[src/rtl/ex_mac_accum.sv]
// ex_mac_accum
//   Sums a run of `len` unsigned samples from the upstream multiply-add
//   pipeline into an ACC_W-bit accumulator. It then presents the total, the
//   sample count and a sticky overflow flag on a held output handshake. Only
//   one run is in flight at a time. Upstream is back-pressured (in_ready=0)
//   outside the accumulate phase.
//
//   Build option: define EX_ACC_SAT_EN to saturate the accumulator at
//   2^ACC_W-1. When it is not defined, the accumulator wraps modulo 2^ACC_W.
//
//   Ports
//     clk        : clock, rising edge
//     clear_n    : asynchronous active-low reset
//     start      : run request, sampled only in IDLE
//     len        : run length, latched on accepted start
//     in_valid   : upstream sample valid
//     in_data    : upstream sample (unsigned)
//     in_ready   : sample accepted this cycle when in_valid is also high
//     out_valid  : result available (held until taken)
//     out_ready  : downstream takes the result
//     out_data   : accumulated total
//     out_count  : samples accepted in this run
//     out_ovf    : sticky; the run total exceeded 2^ACC_W-1
//     busy       : state is not IDLE
//
//   state  | meaning
//   -------+---------------------------------------------------------
//   IDLE   | waiting for start; in_ready=0, out_valid=0
//   ACCUM  | accepting samples until len have been summed
//   DONE   | result held on out_* until out_valid & out_ready

module ex_mac_accum #(
    parameter int DATA_W = 8,
    parameter int ACC_W  = 10,
    parameter int LEN_W  = 4
) (
    input  logic              clk,
    input  logic              clear_n,
    input  logic              start,
    input  logic [LEN_W-1:0]  len,
    input  logic              in_valid,
    input  logic [DATA_W-1:0] in_data,
    output logic              in_ready,
    output logic              out_valid,
    input  logic              out_ready,
    output logic [ACC_W-1:0]  out_data,
    output logic [LEN_W-1:0]  out_count,
    output logic              out_ovf,
    output logic              busy
);

    typedef enum logic [1:0] {
        S_IDLE  = 2'd0,
        S_ACCUM = 2'd1,
        S_DONE  = 2'd2
    } state_t;

    state_t state, state_nxt;

    logic [LEN_W-1:0] len_q;
    logic [LEN_W-1:0] cnt;
    logic [ACC_W-1:0] acc;
    logic             ovf;

    logic [ACC_W:0]   sum;
    logic [ACC_W-1:0] acc_nxt;
    logic [LEN_W-1:0] cnt_inc;
    logic             accept;
    logic             start_ok;

    // Handshake outputs come straight from the state register.
    assign in_ready  = (state == S_ACCUM);
    assign out_valid = (state == S_DONE);
    assign busy      = (state != S_IDLE);

    assign out_data  = acc;
    assign out_count = cnt;
    assign out_ovf   = ovf;

    assign accept   = in_ready & in_valid;
    assign start_ok = (state == S_IDLE) & start;
    assign cnt_inc  = cnt + LEN_W'(1);

    // The extra top bit of the sum is the overflow indication.
    assign sum = {1'b0, acc} + (ACC_W+1)'(in_data);

`ifdef EX_ACC_SAT_EN
    assign acc_nxt = sum[ACC_W] ? {ACC_W{1'b1}} : sum[ACC_W-1:0];
`else
    assign acc_nxt = sum[ACC_W-1:0];
`endif

    always_ff @(posedge clk or negedge clear_n) begin
        if (!clear_n) begin
            state <= S_IDLE;
        end else begin
            state <= state_nxt;
        end
    end

    always_comb begin
        state_nxt = state;
        case (state)
            S_IDLE: begin
                if (start) begin
                    state_nxt = (len == '0) ? S_DONE : S_ACCUM;
                end
            end
            S_ACCUM: begin
                if (accept && (cnt_inc == len_q)) begin
                    state_nxt = S_DONE;
                end
            end
            S_DONE: begin
                if (out_ready) begin
                    state_nxt = S_IDLE;
                end
            end
            default: state_nxt = S_IDLE;
        endcase
    end

    always_ff @(posedge clk or negedge clear_n) begin
        if (!clear_n) begin
            len_q <= '0;
            cnt   <= '0;
            acc   <= '0;
            ovf   <= 1'b0;
        end else if (start_ok) begin
            len_q <= len;
            cnt   <= '0;
            acc   <= '0;
            ovf   <= 1'b0;
        end else if (accept) begin
            acc <= acc_nxt;
            cnt <= cnt_inc;
            if (sum[ACC_W]) begin
                ovf <= 1'b1;
            end
        end
    end

endmodule

[config.mk]
export PLATFORM = sky130hd
export DESIGN_NAME = ex_mac_accum
export DESIGN_NICKNAME = d
export VERILOG_FILES = /design/src/rtl/ex_mac_accum.sv
export SDC_FILE = /design/constraint.sdc
export NUM_CORES = 1
export LEC_CHECK = 0
export CAP_MARGIN = 20
export CORE_ASPECT_RATIO = 0.9
export CORE_MARGIN = 1.5
export CORE_UTILIZATION = 51
export DETAILED_ROUTE_END_ITERATION = 16
export MAX_ROUTING_LAYER = met4
export PLACE_DENSITY_LB_ADDON = 0.15
export SLEW_MARGIN = 20
export SYNTH_ARGS = -nofsm -noshare
export SYNTH_HDL_FRONTEND = slang
export SYNTH_SLANG_ARGS = --single-unit
[constraint.sdc]
create_clock -name clk -period 5.09 [get_ports clk]
set_input_delay 0.509 -clock clk [delete_from_list [all_inputs] [get_ports clk]]
set_output_delay 0.509 -clock clk [all_outputs]
set_load 0.005 [all_outputs]
======== Word level (Yosys, flattened, before mapping) ========
Cells that the tools add are included.
operators by class
  bitwise logic cells ..................... 2
  reduce and logical (&&, ||, !) cells .... 8
  mux-type cells .......................... 12
  $add $sub $neg .......................... 2
  eq/ne operators ......................... 6
operator list
  kind                   count
  $mux W10               2
  $add A10 B8 Y11        1
  $mux W2                4
  $mux W4                2
  $pmux W2 S3            1
  $reduce_bool A2 Y1     3
  $add A4 B1 Y4 const B  1
  $eq A4 B4 Y1           1
  $logic_not A4 Y1       1
  $ne A2 B1 Y1 const B   2
  $mux W1                3
  $reduce_and A3 Y1      1
  $and A1 B1 Y1          2
  $eq A2 B1 Y1 const B   1
  $eq A2 B2 Y1 const B   1
  $logic_not A2 Y1       1
  $ne A2 B2 Y1 const B   1
  $reduce_and A2 Y1      1
  $logic_and A1 B1 Y1    1
storage, ports and cells
  input bits .............................. 17
  word-level logic and storage cells ...... 35
  register bits after elaboration ......... 21

======== Depth between registers and ports, before layout ========
  depth in word-level cells ............... 5
  mapped depth ............................ 7
  mapped depth without buffers ............ 7

======== Worst setup path before layout ========
OpenSTA, ideal clock, no wires.
  kind .................................... input to register
  start point ............................. in in_data[0]
  end point ............................... reg ovf (netlist: out_ovf)
  data required time ...................... 4.971 ns
  setup time .............................. 0.119 ns
  path buffers ............................ 0
  stages .................................. 7
  path slack .............................. 2.968 ns
  arrival time ............................ 2.003 ns
  cells stage by stage .................... ha_1 > fa_1 > a211oi_1 > o21ai_1 > a31oi_1 > nor2_1 > o21a_1
on the way
  cells in the longest elaborated chain, start to end .. 3
ends and longest elaborated chain
  what                          line  source
  from (decl)                   42    input logic [DATA_W-1:0] in_data,
  $add A10 B8 Y11               85    assign sum = {1'b0, acc} + (ACC_W+1)'(in_data);
  $reduce_bool A2 Y1 (no line)  -
  $reduce_and A2 Y1 (no line)   -
  to (signal assigned)          128   ovf <= 1'b0;
  to (signal assigned)          133   ovf <= 1'b0;
  to (signal assigned)          138   ovf <= 1'b1;
  to (decl)                     63    logic ovf;
No other way between the ends.
A chain may end at the register's enable or synchronous reset.

======== Final worst setup path ========
  start point ............................. in in_data[0]
  end point ............................... reg acc[8] (netlist: out_data[8])
on the way
  cells in the longest elaborated chain, start to end .. 3
ends and longest elaborated chain
  what                  line  source
  $add A10 B8 Y11       85
  $mux W10              134   end else if (accept) begin
  $mux W10              129   end else if (start_ok) begin
  to (signal assigned)  135   acc <= acc_nxt;
  to (decl)             62    logic [ACC_W-1:0] acc;
No other way between the ends. The select of a mux whose other input is x is not followed.

==> metrics <==
Final Slew Violations 0; clk_lat worst skew 0.32 ns; post-CTS setup buffers 0; sequential fraction of the synthesis area 41.50%; CTS Hold Buffers Added 0; Max-cap violations 0; DR vias/cell 5.809; CTS max path bufs 2; main flop type after synthesis dfrtp_1; Final ANT Viol Nets 0; Worst-Margin Slew 0.5472 ns; fmax 409.6 MHz; Die Area 2791 um2; critical-path cell list clkdlybuf4s50_1 -> ha_1 -> fa_1 -> a211oi_1 -> o21ai_1 -> a31oi_1 -> o21ai_0 -> a21oi_1; port bufs 34; CP Capture Type flop; Slew headroom 63.48%; total track usage 24.13%; Iter 0 DRT Violations 40; Hold Path Class primary input to async pin; # setup viols final 0; ANT cells 0; largest net degree at the start of global routing 22; drt first pass iters 5; ratio of cells with drive above 1 in the final layout 3.488%; H-Tree Depth 1; clock power share 8.7%; Avg Cell Area, Syn 9.379 um2; Crit Path Class primary input to flop; clk sinks 21; core area 2262 um2; syn_nets 162; FFs w/ async S/R, synth 100.0%; antenna violations before repair 0; area fraction of the dominant cell type after synthesis 41.50%; fillcell total 178; CTS tree done; total power 966.8 uW; Logic pwr share 58.4%; #FFs+latches synth 21; CP top delay family compound AO/OA/AOI/OAI gates; Final HPWL DP 2262 um; Crit path buffers/inverters 1; final net count 200; Synth Warn # 0; xor/xnor cell area share of the yosys netlist 6.917%; peak supply drop 0.3980 mV; Largest stage delay, worst path 0.44 ns; Post-Synth Simple-Gate Area 17.89%; Clk pin slew, worst setup/hold paths 0.13 ns; CP max stage cell fa_1; top cells by area, synth dfrtp_1, ha_1, nand2_1, o21ai_1, xnor2_1; Inserted Clock Buffers 3; leakage power 0.0007458 uW; Adder-Cell Fraction of Synth Area 10.47%; RSZ-0062 raised after global routing no; Setup TNS Final 0 ns; post-synthesis cell type count 31; DRC viols 0; vias in the first global route 1088; final hold vios 0; CP required 5.35 ns; Inst Count DP 194; CP Data Arrival Time 2.70 ns; multiplexer area fraction after synthesis 0%; global-route wire length before repair 5078 um; # rows 16; final wirelength 2997 um; Critical Path Fanout Max 3; synthesized cell area 1266 um2; largest family of logic cells by synthesized area compound AO/OA/AOI/OAI gates; Post-synth EDFFs 0; WL/cell 15.06 um; Startpoint Class primary input; Boundary Pins 35; vias post-DR 1156; synthesized instance count 135; sequential share of power 32.9%; PD cells 578.8 nW/um2; Die Ht 50.27 um; Sw Share 41.42%; fin crit period 2.441 ns; Synth Area in Compound Gates 20.85%; die width 55.52 um; Synth area leader dfrtp_1; non-filler instance count after layout 199; Congestion Overflow GR 0; CTS Root Cell clkbuf_4; synth cell count leaders dfrtp_1, nand2_1, o21ai_1; status finished, final reports clean; Psw 400.5 uW; Initial Util 55.97%; period utilisation layout 47.96%; post-CTS sizing 0; Area Growth Syn to Fin 31.92%; Layout Skew 0.01946 ns; Placer Congestion 0.8872; Int Pwr 566.4 uW
==> stage by stage <==
stage                     setup WS (ns)  instance area, um2  hold slack [ns]  util [%]
after floorplan                   2.968                1266           0.2134         -
after global placement            2.433                1629           0.4820     72.01
after detailed placement          2.337                1629           0.4853     72.01
after CTS                         2.656                1655           0.5119     73.17
after global routing              2.468                1670           0.4386     73.84
final                             2.649                1670           0.4279     73.84
==> cells in the final DEF, fill, tap and decap left out, drive strengths merged, types with 5 or more instances in the layout <==
cell,instances
clkdlybuf4s50,34
nand2,21
dfrtp,21
o21ai,16
ha,9
nor2,7
xnor2,6
inv,5
nor3,5
a211oi,5
==> final timing paths <==
| check | depth (start not counted) | slack (ns) | from | endpoint |
|---|---|---|---|---|
| setup reg to reg | 7 | 2.86 | out_data[0] | out_data[8] |
| max in group asynchronous | 2 | 4.23 | clear_n | len_q[1] |
| hold reg to reg | 2 | 0.51 | len_q[1] | len_q[1] |
| setup / recovery | 8 | 2.65 | in_data[0] | out_data[8] |
| hold / removal | 1 | 0.43 | clear_n | out_data[7] |
| min in group clk | 2 | 0.51 | len_q[1] | len_q[1] |
==> routing by layer <==
metal  part of all wire (%)  wire, um  GRT usage [%]  vias to the layer above
met4                    1.3        39          7.724                        0
met1                     45      1344          29.32                      556
met5                      0         0              -                        -
met2                     50      1494          39.29                       31
li1                       -         -              -                      563
met3                    3.9       117          6.701                        6
==> power groups by stage <==
stage               Combinational (uW)  Sequential [uW]  Clock (uW)
detailed placement                 561              322           0
CTS                                565              318        84.3
global route                       625              332        91.1
floorplan                          347              312           0
global placement                   540              316           0
finish                             565              318        84.2
==> flip-flops by register name, summed over array words and instances (netlist names) <==
signal	count
out_ovf	1
out_count	4
state	2
len_q	4
out_data	10
==> cells by family (layout without fill, tap and decap cells) <==
kind of cell	Yosys count	in the layout
simple gates	46	46
buf+inv	7	44
compound gates	41	41
flops	21	21
xor+xnor	10	10
fa+ha+maj	10	10
==> cell type report <==
type                            instances  area, um2  area share [%]
Timing Repair Buffer                   35      355.3           21.27
Sequential cell                        21      525.5           31.46
Inverter                                5      18.77           1.124
Multi-Input combinational cell        107      710.7           42.55
Tap cell                               27      33.78           2.022
Clock buffer                            4      26.28           1.573
Power figures use the tool's default switching activity.
